<file path="config.mk">
export PLATFORM = sky130hd
export DESIGN_NAME = sync_timing_decoder
export DESIGN_NICKNAME = d
export VERILOG_FILES = /design/src/rtl/sync_timing_decoder_pkg.sv /design/src/rtl/sync_timing_decoder_edge_det.sv /design/src/rtl/sync_timing_decoder.sv
export SDC_FILE = /design/constraint.sdc
export NUM_CORES = 1
export LEC_CHECK = 0
export ABC_AREA = 1
export CELL_PAD_IN_SITES_DETAIL_PLACEMENT = 0
export CELL_PAD_IN_SITES_GLOBAL_PLACEMENT = 2
export CORE_MARGIN = 2
export CORE_UTILIZATION = 23
export DETAILED_ROUTE_END_ITERATION = 6
export MAX_ROUTING_LAYER = met4
export PLACE_DENSITY_LB_ADDON = 0.1
export SYNTH_ARGS = -nofsm -noshare
export SYNTH_HDL_FRONTEND = slang
export SYNTH_SLANG_ARGS = --single-unit
</file>
<file path="constraint.sdc">
create_clock -name CK -period 2.9 [get_ports CK]
set_input_delay 0.435 -clock CK [delete_from_list [all_inputs] [get_ports CK]]
set_output_delay 0.435 -clock CK [all_outputs]
set_load 0.02 [all_outputs]
</file>
<file path="src/rtl/sync_timing_decoder_pkg.sv">
// Shared types and default sizing for the sync timing decoder.
package sync_timing_decoder_pkg;

  localparam int CNT_W_DEF      = 10;
  localparam int LOCK_LINES_DEF = 2;

  typedef enum logic [1:0] {
    HUNT    = 2'd0,
    MEASURE = 2'd1,
    VERIFY  = 2'd2,
    LOCK    = 2'd3
  } state_e;

endpackage

</file>
<file path="src/rtl/sync_timing_decoder_edge_det.sv">
// Single-stage input register with a rising-edge pulse (input high, registered copy low).
module sync_edge_det (
  input  logic clk_i,
  input  logic rst_i,
  input  logic sig_i,
  output logic sig_q_o,
  output logic rise_o
);

  logic sig_q;

  // Input sample register
  always_ff @(posedge clk_i) begin
    if (rst_i) begin
      sig_q <= 1'b0;
    end else begin
      sig_q <= sig_i;
    end
  end

  assign sig_q_o = sig_q;
  assign rise_o  = sig_i & ~sig_q;

endmodule

</file>
<file path="src/rtl/sync_timing_decoder.sv">
// Measures the csync line period, locks after repeated equal lines and flywheels
// over a single missing pulse; produces line/frame position counters.
module sync_timing_decoder
  import sync_timing_decoder_pkg::*;
#(
  parameter int CNT_W      = CNT_W_DEF,
  parameter int LOCK_LINES = LOCK_LINES_DEF
) (
  input  logic             CK,
  input  logic             RST,
  input  logic             csync,
  input  logic             vsync,
  input  logic             cblank,
  output logic [CNT_W-1:0] h_count,
  output logic [CNT_W-1:0] line_count,
  output logic [CNT_W-1:0] line_len,
  output logic             locked,
  output logic             line_start,
  output logic             frame_start,
  output logic             active,
  output logic             err
);

  localparam int MW = $clog2(LOCK_LINES + 1);
  // The match counter excludes the reference line, so lock needs LOCK_LINES-1 matches.
  localparam logic [MW-1:0] LOCK_MATCH = MW'(LOCK_LINES - 1);

  state_e           state_q, state_d;
  logic [CNT_W-1:0] h_q, h_d, len_q, len_d, lc_q, lc_d;
  logic [MW-1:0]    match_q, match_d;
  logic             fly_q, fly_d;
  logic             ls_d, fly_tick, err_d;
  logic             locked_q, ls_q, fs_q, active_q, err_q;
  logic             csync_edge, vsync_edge, csync_lvl, vsync_lvl, cblank_lvl, cblank_edge;
  logic [CNT_W-1:0] hp1;
  logic             len_ok, h_max, h_wrap, lock_ready;
  logic             unused_s;

  sync_edge_det u_csync  (.clk_i(CK), .rst_i(RST), .sig_i(csync),  .sig_q_o(csync_lvl),  .rise_o(csync_edge));
  sync_edge_det u_vsync  (.clk_i(CK), .rst_i(RST), .sig_i(vsync),  .sig_q_o(vsync_lvl),  .rise_o(vsync_edge));
  sync_edge_det u_cblank (.clk_i(CK), .rst_i(RST), .sig_i(cblank), .sig_q_o(cblank_lvl), .rise_o(cblank_edge));

  assign unused_s   = ^{csync_lvl, vsync_lvl, cblank_edge};
  assign hp1        = h_q + CNT_W'(1);
  assign len_ok     = (hp1 == len_q);
  assign h_max      = &h_q;
  assign h_wrap     = (h_q == len_q - CNT_W'(1));
  assign lock_ready = ((match_q + MW'(1)) >= LOCK_MATCH);

  // State register and all registered outputs
  always_ff @(posedge CK) begin
    if (RST) begin
      state_q  <= HUNT;
      h_q      <= {CNT_W{1'b0}};
      len_q    <= {CNT_W{1'b0}};
      lc_q     <= {CNT_W{1'b0}};
      match_q  <= {MW{1'b0}};
      fly_q    <= 1'b0;
      locked_q <= 1'b0;
      ls_q     <= 1'b0;
      fs_q     <= 1'b0;
      active_q <= 1'b0;
      err_q    <= 1'b0;
    end else begin
      state_q  <= state_d;
      h_q      <= h_d;
      len_q    <= len_d;
      lc_q     <= lc_d;
      match_q  <= match_d;
      fly_q    <= fly_d;
      locked_q <= (state_d == LOCK);
      ls_q     <= ls_d;
      fs_q     <= vsync_edge;
      active_q <= (state_d == LOCK) & ~cblank_lvl;
      err_q    <= err_d;
    end
  end

  // Next-state logic
  always_comb begin
    state_d = state_q;
    case (state_q)
      HUNT: begin
        if (csync_edge) state_d = MEASURE;
        else            state_d = HUNT;
      end
      MEASURE: begin
        if (csync_edge) state_d = VERIFY;
        else if (h_max) state_d = HUNT;
        else            state_d = MEASURE;
      end
      VERIFY: begin
        if (csync_edge) state_d = (len_ok && lock_ready) ? LOCK : VERIFY;
        else if (h_max) state_d = HUNT;
        else            state_d = VERIFY;
      end
      LOCK: begin
        if (csync_edge)          state_d = len_ok ? LOCK : HUNT;
        else if (h_wrap && fly_q) state_d = HUNT;
        else                     state_d = LOCK;
      end
      default: state_d = HUNT;
    endcase
  end

  // Datapath and pulse generation
  always_comb begin
    h_d      = hp1;
    len_d    = len_q;
    match_d  = match_q;
    fly_d    = 1'b0;
    ls_d     = 1'b0;
    fly_tick = 1'b0;
    err_d    = 1'b0;
    case (state_q)
      HUNT: begin
        h_d  = {CNT_W{1'b0}};
        ls_d = csync_edge;
      end
      MEASURE: begin
        if (csync_edge) begin
          len_d   = hp1;
          h_d     = {CNT_W{1'b0}};
          match_d = {MW{1'b0}};
          ls_d    = 1'b1;
        end else if (h_max) begin
          h_d   = {CNT_W{1'b0}};
          err_d = 1'b1;
        end else begin
          h_d = hp1;
        end
      end
      VERIFY: begin
        if (csync_edge) begin
          h_d  = {CNT_W{1'b0}};
          ls_d = 1'b1;
          if (len_ok) begin
            match_d = match_q + MW'(1);
          end else begin
            len_d   = hp1;
            match_d = {MW{1'b0}};
          end
        end else if (h_max) begin
          h_d   = {CNT_W{1'b0}};
          err_d = 1'b1;
        end else begin
          h_d = hp1;
        end
      end
      LOCK: begin
        if (csync_edge) begin
          h_d   = {CNT_W{1'b0}};
          ls_d  = len_ok;
          err_d = ~len_ok;
        end else if (h_wrap) begin
          // Flywheel: a second consecutive missing pulse means the lock is lost.
          h_d      = {CNT_W{1'b0}};
          fly_tick = ~fly_q;
          fly_d    = ~fly_q;
          err_d    = fly_q;
        end else begin
          fly_d = fly_q;
        end
      end
      default: h_d = {CNT_W{1'b0}};
    endcase
    if (vsync_edge)             lc_d = {CNT_W{1'b0}};
    else if (ls_d || fly_tick) lc_d = lc_q + CNT_W'(1);
    else                       lc_d = lc_q;
  end

  assign h_count     = h_q;
  assign line_count  = lc_q;
  assign line_len    = len_q;
  assign locked      = locked_q;
  assign line_start  = ls_q;
  assign frame_start = fs_q;
  assign active      = active_q;
  assign err         = err_q;

endmodule

</file>
==> results.md, run 1 <==
- Area enclosed by the die boundary: 12,600 um2
- CTS tree: built
- Number of instances in the synthesized netlist: about 420
- Most frequently used cell type in the post-synthesis netlist: sky130_fd_sc_hd__nand2_1
- Hold-fix buffers, CTS: 0
- Power density over the cells: around 470 nW/um2
- Critical path cell sequence: ha_1 -> nand3_2 -> nor2_2 -> nand3_1 -> nand3_1 -> nand2_1 -> nor2_1 -> nand3_2 -> inv_2 -> nand2_2 -> nand2_4 -> inv_4 -> o21ai_0 -> nor2_1
- GPL Wtd Cong: 0.774
- Max Clk Rate: roughly 400 MHz
- Number of CTS-inserted buffers: 5
- Layout Skew: around 0.0097 ns
- Tightest Hold Check Type: reg -> reg
- Avg Cell Area, Syn: roughly 6.5 um2
- Worst relative slew slack: between 60% and 70%
- Hold Fails Final Rpt: 0
- Layout net count: approximately 480
- Max H-tree Level: 2
- Total of buffers placed on input and output ports: 39
- Seq cells post-synth: 43
- Area of the mapped netlist: 2690 um2
- Mean routed wirelength per cell: approximately 13 um
- Largest stage delay, worst path: ~0.42 ns
- Endpoint required time on the critical path: approximately 3.1 ns
- Arr. time, crit path: around 2.7 ns
- Static Leak: roughly 1.4 nW
- Main flop type after synthesis: sky130_fd_sc_hd__dfxtp_1
- Total number of vias: between 2,000 and 3,000
- Aggregate negative setup slack: 0 ns
- Most frequent cells after synthesis: sky130_fd_sc_hd__nand2_1 (107), sky130_fd_sc_hd__nor2_1 (64), sky130_fd_sc_hd__inv_1 (52)
- Wirelength, routed: 8.07 mm
- FILL cells: 1,281
- Sort of element at the end of the critical path: register
- Vert. Die Dim: around 110 um
- Layout Area Growth over Synthesis: 27.8%
- Total nets after synthesis: 429
- Drc violations: 0
- Area share of the largest cell type after synthesis: 32.1%
- Cell chosen for the clock root: sky130_fd_sc_hd__clkbuf_16
- Setup violations, final: 0
- Number of post-CTS setup repair buffers: 0
- Sequential fraction of the synthesis area: approximately a third
- Routed vias/inst: roughly 4.3
- Vias in the first global route: between 2,000 and 3,000
- Pin slew with the least headroom to its limit: about 0.45 ns
- Async S/R FF share, synth: 0%
- Pin count of the biggest net entering global routing: 15
- Clock latency reported for the late side of the worst-skew pair: roughly 0.30 ns
- Floorplan die width: between 100 and 150 um
- Antenna Violating Nets Remaining: 0
- Hold slack: a little under 0.4 ns
- Peak fanout along the critical path: 12
- Antenna violations before repair: 0
- CP Class: reg -> reg
- Number of clock sinks seen by CTS: 43
- Maximum vdd ir drop: ~0.24 mV
- Maximum clock path buffer count: 2
- Total count of max-transition violations in the final report: 0
- Total Routing Usage GR: ~14%
- Count of warnings emitted by yosys: 0
- Cell Rows: 39
- Ratio of cells with drive above 1 in the final layout: under 10%
- Number of maximum-capacitance violations: 0
- Wire length of the first global-routing pass: 13.3 mm
- Run status: complete, no violations
- Setup repair after global routing missed its margin: no
- Number of DRC violations after detailed-routing iteration 0: 101
- Detailed-placement wirelength estimate: ~6.3 mm
- Number of iterations in the first detailed-routing pass: 4
- Library cell contributing the largest single delay on the critical path: sky130_fd_sc_hd__dfxtp_2
- N_diodes: 0
- Crit path time final: between 2 and 2.5 ns
- Core region area: about 11,000 um2
- Gr ovfl total: 0
- Critical Path Source Type: register
- Share of the clock period used by the worst path after layout: 85.3%
- Count of distinct cell types in the synthesized netlist: 33
- Effective utilization at floorplan: 23.5%
- Clock-pin slew of the registers on the worst-case setup and hold paths: 0.07 ns
- Number of synthesized flops with an enable pin: 0
- Post-synthesis cell type with the largest combined area: sky130_fd_sc_hd__dfxtp_1
- Top area cells in the synthesized netlist: sky130_fd_sc_hd__dfxtp_1 (32%), sky130_fd_sc_hd__nand2_1 (15%), sky130_fd_sc_hd__nor2_1 (8.9%)
- Count of boundary I/O pins: 40
[report_power, final]
part | internal, mW | switching [mW] | total (mW)
clock | 0.434 | 0.263 | 0.697
sequential | 0.607 | 0.0194 | 0.626
combinational | 0.0995 | 0.173 | 0.272
total | 1.14 | 0.455 | 1.60
[worst paths after layout]
kind                                    to  slack [ns]  cells past startpoint                         from
setup reg to reg  line_len[3]$_SDFFE_PP0P_        0.43                     14        h_count[0]$_SDFF_PP0_
hold reg to reg          active$_SDFF_PP0_        0.39                      1  u_cblank.sig_q_o$_SDFF_PP0_
hold / removal           active$_SDFF_PP0_        0.39                      1  u_cblank.sig_q_o$_SDFF_PP0_
setup / recovery  line_len[3]$_SDFFE_PP0P_        0.43                     14        h_count[0]$_SDFF_PP0_
[state kept, by name (all words and copies together), names as in the netlist]
signal and flops:
h_count 10, frame_start 1, err 1, locked 1, line_count 10, fly_q 1
line_start 1, state_q 2, active 1, line_len 10, match_q 2, u_cblank.sig_q_o 1
u_csync.sig_q_o 1, u_vsync.sig_q_o 1
[logic make-up (layout without fill, tap and decap cells)]
family,Yosys count,count (layout),share of synthesized area [%]
xor+xnor,16,16,5.22
simple gates,245,245,40.6
compound gates,40,40,8.11
fa+ha+maj,9,9,4.19
flops,43,43,32.1
buf+inv,62,109,9.79
[cells in the final DEF (no fill, tap or decap)]
cell type                         synthesis  final
sky130_fd_sc_hd__a211oi_1                 1      1
sky130_fd_sc_hd__a21oi_1                 20     20
sky130_fd_sc_hd__buf_4                    1      5
sky130_fd_sc_hd__bufinv_16                0      1
sky130_fd_sc_hd__clkbuf_16                0      5
sky130_fd_sc_hd__clkbuf_8                 0      1
sky130_fd_sc_hd__clkdlybuf4s50_1          0     39
sky130_fd_sc_hd__clkinv_2                 1      1
sky130_fd_sc_hd__dfxtp_1                 43     42
sky130_fd_sc_hd__dfxtp_2                  0      1
sky130_fd_sc_hd__ha_1                     9      9
sky130_fd_sc_hd__inv_1                   52     52
sky130_fd_sc_hd__inv_2                    3      3
sky130_fd_sc_hd__inv_4                    1      1
sky130_fd_sc_hd__inv_6                    0      1
sky130_fd_sc_hd__nand2_1                107    107
sky130_fd_sc_hd__nand2_2                  7      6
sky130_fd_sc_hd__nand2_4                  2      3
sky130_fd_sc_hd__nand3_1                 36     36
sky130_fd_sc_hd__nand3_2                  3      3
sky130_fd_sc_hd__nand3b_1                 3      3
sky130_fd_sc_hd__nand4_1                  4      4
sky130_fd_sc_hd__nand4_2                  1      1
sky130_fd_sc_hd__nor2_1                  64     64
sky130_fd_sc_hd__nor2_2                   9      9
sky130_fd_sc_hd__nor3_1                   6      6
sky130_fd_sc_hd__nor3_2                   2      2
sky130_fd_sc_hd__o211ai_1                 1      1
sky130_fd_sc_hd__o21ai_0                  9      9
sky130_fd_sc_hd__o21ai_1                  5      5
sky130_fd_sc_hd__o21ai_2                  1      1
sky130_fd_sc_hd__o21bai_1                 1      1
sky130_fd_sc_hd__o31ai_1                  1      1
sky130_fd_sc_hd__o32ai_1                  1      1
sky130_fd_sc_hd__or2_2                    1      1
sky130_fd_sc_hd__xnor2_1                  9      9
sky130_fd_sc_hd__xor2_1                   7      7
[metrics by stage]
stage / cell area (um2) / worst slack, ns / cells / total power [mW] / util (%)
floorplan: 2690 / 0.701 / 415 / 0.829 / -
global placement: 3250 / 0.236 / 597 / 0.919 / 28.4
detailed placement: 3250 / 0.232 / 597 / 0.916 / 28.4
CTS: 3420 / 0.225 / 605 / 1.63 / 30.0
global route: 3430 / 0.0493 / 605 / 1.69 / 30.0
finish: 3430 / 0.428 / 605 / 1.60 / 30.0
[routing by layer]
metal / routed length (um) / global-route usage, %
met1: 3890 / 17.6
met2: 3850 / 23.0
met3: 213 / 2.75
met4: 110 / 4.39
met5: 0 / -
[worst max-delay path, delay by kind of cell, from the launching register on]
kind,cells,cell delay (ns)
AOI/OAI and AO/OA,1,0.15
adders and majority gates,1,0.27
and+or+nand+nor,10,1.29
buffers and inverters,2,0.22
DFF,1,0.42
[layout make-up]
cell class | count | area (um2) | area share (%)
flip-flops and latches | 43 | 862 | 25.1
inverters | 57 | 218 | 6.35
clock inverters | 2 | 38.8 | 1.13
repair buffers | 44 | 428 | 12.5
clock buffers | 6 | 139 | 4.05
multi-input cells | 310 | 1570 | 45.7
well taps | 143 | 179 | 5.22
[what timing repair did]
item                                    4_1_cts  5_1_grt
endpoints found under the setup margin        0        2
hold endpoints to repair                      0        0
resized for setup                             0        2
Note: power is estimated with default switching activity, not from simulation.
==> run 2: changes to the inputs <==
==> constraint.sdc (replaced) <==
create_clock -name CK -period 2.8 [get_ports CK]
set_input_delay 0.42 -clock CK [delete_from_list [all_inputs] [get_ports CK]]
set_output_delay 0.42 -clock CK [all_outputs]
set_load 0.02 [all_outputs]
==> results.md, run 2 (synthesis results as in run 1) <==
- Cell Rows: 39 (unchanged)
- Vert. Die Dim: 112 um (unchanged)
- Aggregate negative setup slack: 0 ns (unchanged)
- Floorplan die width: 112 um (unchanged)
- Top cell family by delay on the critical path: simple AND/OR/NAND/NOR gates
- Crit path time final: 2.47 ns (-0.00722 ns)
- Cell chosen for the clock root: sky130_fd_sc_hd__clkbuf_16
- Worst relative slew slack: 72.1% (+2.1 points)
- Count of boundary I/O pins: 40 (unchanged)
- Vias in the first global route: 2,595 (+1.8%)
- CTS tree: built
- Layout Skew: 0.00989 ns (+0.000238 ns)
- Clock latency reported for the late side of the worst-skew pair: 0.30 ns (about the same)
- FF-to-FF path depth: 14 (unchanged)
- Sort of element at the end of the critical path: register
- Maximum vdd ir drop: 0.278 mV (+18%)
- Run status: complete, no violations
- Wirelength, routed: 8.12 mm (+0.63%)
- Pin count of the biggest net entering global routing: 15 (unchanged)
- Commonest cells after routing, fill and taps aside: sky130_fd_sc_hd__nand2_1 (107), sky130_fd_sc_hd__nor2_1 (64), sky130_fd_sc_hd__inv_1 (52)
- Effective utilization at floorplan: 23.5% (unchanged)
- Wire length of the first global-routing pass: 13.4 mm (+0.72%)
- Antenna Violating Nets Remaining: 0 (unchanged)
- Arr. time, crit path: 2.64 ns (about the same)
- Pin slew with the least headroom to its limit: 0.418 ns (-0.0289 ns)
- Max H-tree Level: 2 (unchanged)
- Total of buffers placed on input and output ports: 39 (unchanged)
- Hold Startpoint: u_cblank.sig_q_o$_SDFF_PP0_
- Total number of vias: 2,644 (+2.2%)
- Internal reg-to-reg setup slack: 0.33 ns (-0.09 ns)
- Core region area: 11,400 um2 (unchanged)
- Setup repair after global routing missed its margin: no
- Library cell contributing the largest single delay on the critical path: sky130_fd_sc_hd__dfxtp_1
- Endpoint of the most critical register-to-register path: line_len[3]$_SDFFE_PP0P_
- Hold Fails Final Rpt: 0 (unchanged)
- Tightest Hold Check Type: reg -> reg
- Total Routing Usage GR: 14.1% (+0.035 points)
- Endpoint required time on the critical path: 2.98 ns (-0.10 ns)
- Hold-fix buffers, CTS: 0 (unchanged)
- CP Class: reg -> reg
- Mean routed wirelength per cell: 13.4 um (+0.63%)
- Drc violations: 0 (unchanged)
- N_diodes: 0 (unchanged)
- Static Leak: 1.42 nW (-1.1%)
- Critical Path Source Type: register
- Clock-pin slew of the registers on the worst-case setup and hold paths: 0.07 ns (about the same)
- Layout Area Growth over Synthesis: 27.3%
- Detailed-placement wirelength estimate: 6.28 mm (-0.66%)
- Routed vias/inst: 4.37 (+2.2%)
- Number of iterations in the first detailed-routing pass: 4 (unchanged)
- Number of maximum-capacitance violations: 0 (unchanged)
- Max Clk Rate: 406 MHz (+0.29%)
- Count of buffer and inverter cells on the critical path: 2 (unchanged)
- Area enclosed by the die boundary: 12,600 um2 (unchanged)
- Crit Reg-Reg Startpoint: h_count[1]$_SDFF_PP0_
- Number of CTS-inserted buffers: 5 (unchanged)
- Number of DRC violations after detailed-routing iteration 0: 89 (-12%)
- Most frequent standard cell in the layout excluding fill and tap cells: sky130_fd_sc_hd__nand2_1
- Antenna violations before repair: 0 (unchanged)
- Peak fanout along the critical path: 12 (unchanged)
- Share of the clock period used by the worst path after layout: 88.0% (+2.8 points)
- Largest stage delay, worst path: 0.42 ns (about the same)
- Critical path cell sequence: ha_1 -> nand3_2 -> nor2_2 -> nand3_1 -> nand3_1 -> nand2_1 -> nor2_1 -> nand3_2 -> inv_2 -> nand2_2 -> nand2_4 -> inv_4 -> o21ai_0 -> nor2_1
- Hold path depth: 1 (unchanged)
- GPL Wtd Cong: 0.774 (about the same)
- Hold slack: 0.389 ns (-0.00268 ns)
- Maximum clock path buffer count: 2 (unchanged)
- Gr ovfl total: 0 (unchanged)
- Power density over the cells: 456 nW/um2 (-1.9%)
- Total count of max-transition violations in the final report: 0 (unchanged)
- Setup violations, final: 0 (unchanged)
- Ratio of cells with drive above 1 in the final layout: 9.74% (unchanged)
- Number of clock sinks seen by CTS: 43 (unchanged)
- Layout net count: 475 (unchanged)
- Destination of the worst hold path: active$_SDFF_PP0_
[run 2: worst max path at each step]
stage | endpoint | depth (start not counted) | from | slack [ns]
2_1_floorplan | line_len[7]$_SDFFE_PP0P_ | 17 | h_count[0]$_SDFF_PP0_ | 0.60
3_3_place_gp | line_len[3]$_SDFFE_PP0P_ | 14 | h_count[0]$_SDFF_PP0_ | 0.14
3_5_place_dp | line_count[1]$_SDFFE_PP0P_ | 14 | h_count[0]$_SDFF_PP0_ | 0.13
4_1_cts | line_count[1]$_SDFFE_PP0P_ | 14 | h_count[0]$_SDFF_PP0_ | 0.13
5_1_grt | line_len[3]$_SDFFE_PP0P_ | 14 | h_count[1]$_SDFF_PP0_ | 0.06
6_report | line_len[3]$_SDFFE_PP0P_ | 14 | h_count[1]$_SDFF_PP0_ | 0.33
[run 2: final cells by class]
class	count	area, um2
Clock inverter	2	16.3
Tap cell	143	179
Clock buffer	6	139
Inverter	57	218
Fill cell	1279	8000
Timing Repair Buffer	44	428
Sequential cell	43	862
Multi-Input combinational cell	310	1580
[run 2: where the power goes]
part / internal, mW / leakage [nW] / total, mW / switching (mW)
clock: 0.357 / 0.0731 / 0.628 / 0.271
sequential: 0.629 / 0.350 / 0.649 / 0.0204
combinational: 0.103 / 1.00 / 0.282 / 0.179
total: 1.09 / 1.42 / 1.56 / 0.470
[run 2: per-stage QoR]
stage / instance area [um2] / power (mW) / setup WS, ns / util (%) / instances
6_report: 3420 / 1.56 / 0.335 / 29.9 / 605
5_1_grt: 3420 / 1.66 / 0.0638 / 29.9 / 605
4_1_cts: 3400 / 1.59 / 0.134 / 29.8 / 605
3_5_place_dp: 3250 / 0.949 / 0.127 / 28.4 / 597
3_3_place_gp: 3250 / 0.952 / 0.136 / 28.4 / 597
2_1_floorplan: 2690 / 0.859 / 0.601 / - / 415
[run 2: metal layers]
layer	vias to the layer above	global-route usage (%)	share of wire (%)
met5	-	-	0
met4	0	5.12	2.0
met3	14	2.92	3.0
met2	40	23.1	47
met1	1187	17.2	48
li1	1403	-	-
[run 2: what timing repair did]
action,CTS,global route
resized for setup,0,3
setup buffers,0,0
setup endpoints to repair,0,11
endpoints found under the hold margin,0,0
